**src/rtl/load_store_unit.sv**
```systemverilog
// Load/store front end between execute and the shared word-wide RAM.
// Every request runs IDLE -> READ -> EXTRACT -> RESPOND; sub-word stores are read-modify-write.
module load_store_unit #(
    parameter int RAM_A_WIDTH = 12
) (
    input  logic                   clock,
    input  logic                   nReset,
    input  logic                   requestValid,
    output logic                   requestReady,
    input  logic                   requestWrite,
    input  logic [31:0]            requestAddress,
    input  logic [2:0]             requestFunct3,
    input  logic [31:0]            requestData,
    output logic                   responseValid,
    output logic [31:0]            responseData,
    output logic                   responseFault,
    output logic [RAM_A_WIDTH-1:0] ramWriteAddress,
    output logic [31:0]            ramDataIn,
    output logic                   ramWriteEnable,
    output logic [RAM_A_WIDTH-1:0] ramReadAddress,
    input  logic [31:0]            ramDataOut,
    output logic [1:0]             debugState
);

    // Handshake: a request transfers on a rising edge where requestValid && requestReady;
    // requestReady is high only in IDLE, and responseValid is a one-cycle pulse with no back-pressure.
    typedef enum logic [1:0] {
        IDLE    = 2'd0,
        READ    = 2'd1,
        EXTRACT = 2'd2,
        RESPOND = 2'd3
    } state_t;

    state_t      state_q, state_d;
    logic        write_q, write_d;
    logic [31:0] addr_q, addr_d;
    logic [2:0]  funct3_q, funct3_d;
    logic [31:0] data_q, data_d;
    logic        fault_q, fault_d;
    logic [31:0] response_data_q, response_data_d;
    logic        response_valid_q, response_valid_d;
    logic        response_fault_q, response_fault_d;

    logic        accept;
    logic        req_misaligned;
    logic        req_illegal;
    logic        req_out_of_range;
    logic        store_commit;
    logic [31:0] merged_word;
    logic [31:0] load_value;
    logic [7:0]  lane_byte;
    logic [15:0] lane_half;

    assign accept = requestValid && (state_q == IDLE);

    always_comb begin
        req_misaligned = ((requestFunct3[1:0] == 2'b01) && requestAddress[0]) ||
                         ((requestFunct3[1:0] == 2'b10) && (requestAddress[1:0] != 2'b00));
        req_illegal = (requestFunct3 == 3'b011) || (requestFunct3 == 3'b110) ||
                      (requestFunct3 == 3'b111) || (requestWrite && requestFunct3[2]);
        req_out_of_range = |requestAddress[31:RAM_A_WIDTH+2];
    end

    always_comb begin
        state_d  = state_q;
        write_d  = write_q;
        addr_d   = addr_q;
        funct3_d = funct3_q;
        data_d   = data_q;
        fault_d  = fault_q;
        case (state_q)
            IDLE: begin
                if (accept) begin
                    state_d  = READ;
                    write_d  = requestWrite;
                    addr_d   = requestAddress;
                    funct3_d = requestFunct3;
                    data_d   = requestData;
                    fault_d  = req_misaligned || req_illegal || req_out_of_range;
                end
            end
            READ:    state_d = EXTRACT;
            EXTRACT: state_d = RESPOND;
            RESPOND: state_d = IDLE;
            default: state_d = IDLE;
        endcase
    end

    // ramDataOut holds the old word during EXTRACT; lanes are little-endian.
    always_comb begin
        lane_byte = ramDataOut[{addr_q[1:0], 3'b000} +: 8];
        lane_half = ramDataOut[{addr_q[1], 4'b0000} +: 16];

        merged_word = ramDataOut;
        case (funct3_q[1:0])
            2'b00:   merged_word[{addr_q[1:0], 3'b000} +: 8] = data_q[7:0];
            2'b01:   merged_word[{addr_q[1], 4'b0000} +: 16] = data_q[15:0];
            default: merged_word = data_q;
        endcase

        case (funct3_q)
            3'b000:  load_value = {{24{lane_byte[7]}}, lane_byte};
            3'b100:  load_value = {24'h000000, lane_byte};
            3'b001:  load_value = {{16{lane_half[15]}}, lane_half};
            3'b101:  load_value = {16'h0000, lane_half};
            3'b010:  load_value = ramDataOut;
            default: load_value = 32'h0000_0000;
        endcase
    end

    always_comb begin
        response_data_d  = response_data_q;
        response_valid_d = (state_q == EXTRACT);
        response_fault_d = (state_q == EXTRACT) ? fault_q : 1'b0;
        if (state_q == EXTRACT) begin
            response_data_d = (write_q || fault_q) ? 32'h0000_0000 : load_value;
        end
    end

    // Write enable is combinational so an asynchronous reset kills it within the cycle.
    assign store_commit   = (state_q == EXTRACT) && write_q && !fault_q;
    assign ramWriteEnable = store_commit;
    assign ramDataIn      = store_commit ? merged_word : 32'h0000_0000;

    assign ramReadAddress  = addr_q[RAM_A_WIDTH+1:2];
    assign ramWriteAddress = addr_q[RAM_A_WIDTH+1:2];
    assign requestReady    = (state_q == IDLE);
    assign responseValid   = response_valid_q;
    assign responseData    = response_data_q;
    assign responseFault   = response_fault_q;
    assign debugState      = state_q;

    always_ff @(posedge clock or negedge nReset) begin
        if (!nReset) begin
            state_q          <= IDLE;
            write_q          <= 1'b0;
            addr_q           <= 32'h0000_0000;
            funct3_q         <= 3'b000;
            data_q           <= 32'h0000_0000;
            fault_q          <= 1'b0;
            response_data_q  <= 32'h0000_0000;
            response_valid_q <= 1'b0;
            response_fault_q <= 1'b0;
        end else begin
            state_q          <= state_d;
            write_q          <= write_d;
            addr_q           <= addr_d;
            funct3_q         <= funct3_d;
            data_q           <= data_d;
            fault_q          <= fault_d;
            response_data_q  <= response_data_d;
            response_valid_q <= response_valid_d;
            response_fault_q <= response_fault_d;
        end
    end

endmodule

```
**config.mk**
```make
export PLATFORM = sky130hd
export DESIGN_NAME = load_store_unit
export DESIGN_NICKNAME = d
export VERILOG_FILES = /design/src/rtl/load_store_unit.sv
export SDC_FILE = /design/constraint.sdc
export NUM_CORES = 1
export LEC_CHECK = 0
export BUFFER_PORTS_ARGS = -buffer_cell sky130_fd_sc_hd__buf_4
export CORE_UTILIZATION = 45
export CTS_CLUSTER_DIAMETER = 50
export CTS_CLUSTER_SIZE = 30
export DETAILED_ROUTE_END_ITERATION = 16
export PLACE_DENSITY = 0.86
export SYNTH_ARGS = -nofsm -noshare
export SYNTH_HDL_FRONTEND = slang
export SYNTH_SLANG_ARGS = --single-unit
```
**constraint.sdc**
```tcl
create_clock -name clock -period 2.4 [get_ports clock]
set_clock_uncertainty 0.1 [all_clocks]
set_input_delay 0.12 -clock clock [delete_from_list [all_inputs] [get_ports clock]]
set_output_delay 0.12 -clock clock [all_outputs]
set_load 0.05 [all_outputs]
```
==> metrics.md <==
| Metric | Value |
|---|---|
| Gp weighted congestion | 0.959 |
| Core box area | 10800 µm² |
| Worst Tran Pin Value | 853 ps |
| Initial core utilization | 0.461 |
| First-pass GRT wire length | 26800 µm |
| Worst setup margin | -108 ps |
| Synthesized flop and latch total | 87 |
| Layout cells sized above 1 | 0.486 |
| Drt drc | 0 |
| Status | finished with violations |
| Pre-CTS setup slack | 117 ps |
| Final period util | 1.04 |
| Worst slew margin | 0.431 |
| Peak fanout along the critical path | 7 |
| Crit path required time | 2180 ps |
| H-tree depth | 3 |
| Syn avg cell area | 10.6 µm² |
| Clock transition at the registers of the reported paths | 90 ps |
| Die width | 107 µm |
| Min Tclk post-route | 2510 ps |
| Syn_nets | 577 |
| Minimum hold slack | 14.4 ps |
| Syn. warnings | 0 |
| Final antenna-violating net count | 0 |
| Post-Syn Area | 4970 µm² |
| Crit-path max cell delay | 410 ps |
| CP top delay family | compound AO/OA/AOI/OAI gates |
| Post-Syn Instances | 467 |
| Vias per cell | 5.87 |
| CP max-delay cell | dfrtp_1 |
| Largest net degree at the start of global routing | 69 |
| Classification of the worst setup path | flop to output pin |
| Top post-synthesis cells by area | dfrtp_1, mux2_2, buf_4, mux2i_1, a211o_1 |
| Crit path launch type | flop |
| Area added between synthesis and finish | 59.5% |
| Power Density | 1420 nW/µm² |
| Sink Count | 87 |
| Buffer levels on the longest clock path | 2 |
| Critical path cell sequence | inv_2 -> ha_4 -> nor4bb_4 -> buf_6 -> a221oi_1 -> a211o_1 -> a21oi_2 -> buf_6 |
| Gr ovfl total | 0 |
| Core Rows | 38 |
| Failing checks | setup timing |
| Count of final hold-check violations | 0 |
| Fmax | 399 MHz |
| # IOs | 197 |
| DRT iter0 DRCs | 383 |
| Clk_lat worst skew | 360 ps |
| Max-cap viol count | 0 |
| Worst vdd ir | 1120 µV |
| Number of global-route vias before repair | 5111 |
| Chip height | 107 µm |
| Post-synth cell types | 44 |
| Final nets | 833 |
| Register area share after synthesis | 0.438 |
| CTS buffer count | 9 |
| Root buf cell | clkbuf_8 |
| Wirelength per Cell | 20.7 µm |
| Overall die area | 11500 µm² |
| Worst Setup End Kind | output pin |
| Buf/Inv on CP | 3 |
| RSZ-0062 raised after global routing | yes |
| Pwr Total | 11.2 mW |
| Synth top area share | 0.438 |
| Worst path most repeated cell | buf_6 |
| Post-synth top area cell | dfrtp_1 |
| CTS tree | built |
| DR vias | 5086 |
| # diodes | 0 |
| GRT Total Usage | 0.310 |
| Util after Layout | 0.734 |
| Slew Limit Fails | 0 |
| DRT Wirelength | 18000 µm |
| Hold Path Class | primary input to flop |
| Initial antenna violation count | 0 |
| Port Buffer Count | 196 |
| Detailed Routing Iterations Pass 1 | 7 |
| Leakage Power | 3.58 nW |
| Final setup viols | 24 |
| # fillers | 691 |
| Hpwl dp | 12300 µm |
| Crit path DAT | 2290 ps |
[what timing repair did]
| item | CTS | global route |
|---|---|---|
| pin swaps | 12 | 9 |
| buffers inserted | 4 | 2 |
| hold buffers | 81 | 0 |
| endpoints found under the hold margin | 147 | 0 |
| endpoints found under the setup margin | 19 | 32 |
| resized for setup | 20 | 43 |
[routing by layer]
metal,wire length (µm),GRT usage,vias to the layer above
met1,6920,0.380,2469
met3,1580,0.0693,54
met2,8880,0.518,302
met4,570,0.142,0
met5,0,0,-
li1,-,-,2261
[worst paths after layout]
check	slack (ps)	startpoint	to	depth (start not counted)
hold reg to reg	400	responseData[0]	responseData[0]	1
setup / recovery	-110	addr_q[0]	ramDataIn[30]	8
setup reg to reg	230	debugState[0]	responseData[12]	6
min in group asynchronous	310	nReset	responseValid	2
max in group asynchronous	1150	nReset	data_q[19]	3
hold / removal	10	ramDataOut[0]	responseData[0]	3
[final cells by class]
class / instances / area (µm²) / area share
clock buffer: 10 / 138 / 0.0174
clock inverter: 4 / 23.8 / 0.00300
inverter: 18 / 67.6 / 0.00852
multi-input combinational: 304 / 2720 / 0.343
sequential: 87 / 2180 / 0.275
tap: 140 / 175 / 0.0221
timing repair buffer: 303 / 2630 / 0.331
[where the power goes]
part,internal (mW),switching [mW]
sequential,2.19,0.717
clock,0.391,0.539
combinational,2.83,4.57
total,5.41,5.83
[Yosys cell counts (all sizes together)]
| library cell | number |
|---|---|
| a211o | 16 |
| a211oi | 7 |
| a21oi | 26 |
| a221o | 17 |
| a221oi | 16 |
| a222oi | 7 |
| a22oi | 16 |
| a31oi | 1 |
| and2 | 1 |
| and4bb | 1 |
| buf | 39 |
| clkbuf | 19 |
| dfrtp | 87 |
| ha | 7 |
| inv | 18 |
| mux2 | 50 |
| mux2i | 16 |
| mux4 | 1 |
| nand2 | 34 |
| nand2b | 5 |
| nand3 | 2 |
| nand3b | 3 |
| nand4 | 2 |
| nor2 | 17 |
| nor2b | 3 |
| nor3 | 4 |
| nor4 | 4 |
| nor4b | 2 |
| nor4bb | 2 |
| o211ai | 9 |
| o21ai | 16 |
| o21bai | 7 |
| o22ai | 1 |
| o2bb2ai | 7 |
| o31ai | 2 |
| or3b | 2 |
[cell usage in the layout, fill, tap and decap left out, types with 3 or more instances in the layout]
master         instances
a211oi_1               5
a21oi_2                9
dfrtp_1               86
nand2_2                4
a221oi_1              16
ha_1                   3
dlygate4sd3_1         81
buf_6                 33
clkinv_2               3
a211o_1               15
nand3b_1               3
a221o_2               10
nand2b_1               4
a21oi_4               14
o2bb2ai_1              7
mux2_2                50
buf_4                187
inv_1                 16
nor2_1                14
o21ai_0               16
a22oi_2                7
ha_2                   3
mux2i_1               16
a222oi_1               7
o21bai_1               7
a21oi_1                3
a22oi_1                9
nor4_1                 4
nor3_1                 3
o211ai_1               9
a221o_1                7
nand2_1               30
clkbuf_8              10
nor2_2                 3
[kinds of logic (layout without fill, tap and decap cells)]
logic type | after synthesis | in the layout | share of synthesized area
AO/OA/AOI/OAI | 148 | 148 | 0.226
adder cells (fa/ha/maj) | 7 | 7 | 0.0176
buffers and inverters | 76 | 335 | 0.0803
flip-flops | 87 | 87 | 0.438
multiplexers | 67 | 67 | 0.150
AND/OR/NAND/NOR | 82 | 82 | 0.0878
[flip-flops by register name, indices dropped and copies added (netlist names)]
signal,cells
data_q,32
responseData,32
addr_q,14
funct3_q,3
debugState,2
fault_q,1
responseFault,1
responseValid,1
write_q,1
[metrics by stage]
stage	setup TNS (ps)	cells	instance area, µm²
floorplan	-247	467	5160
global placement	0	765	6660
detailed placement	0	765	6660
CTS	-937	864	7740
global route	-3300	866	7930
finish	-1260	866	7930
[worst register-to-register path, cell delays in order, from the launching register on]
cell and delay, ps:
dfrtp_1 410, inv_1 90, ha_1 170, or3b_1 390, nand2b_1 320, nand2b_1 370, o211ai_1 240
Power figures use the tool's default switching activity.
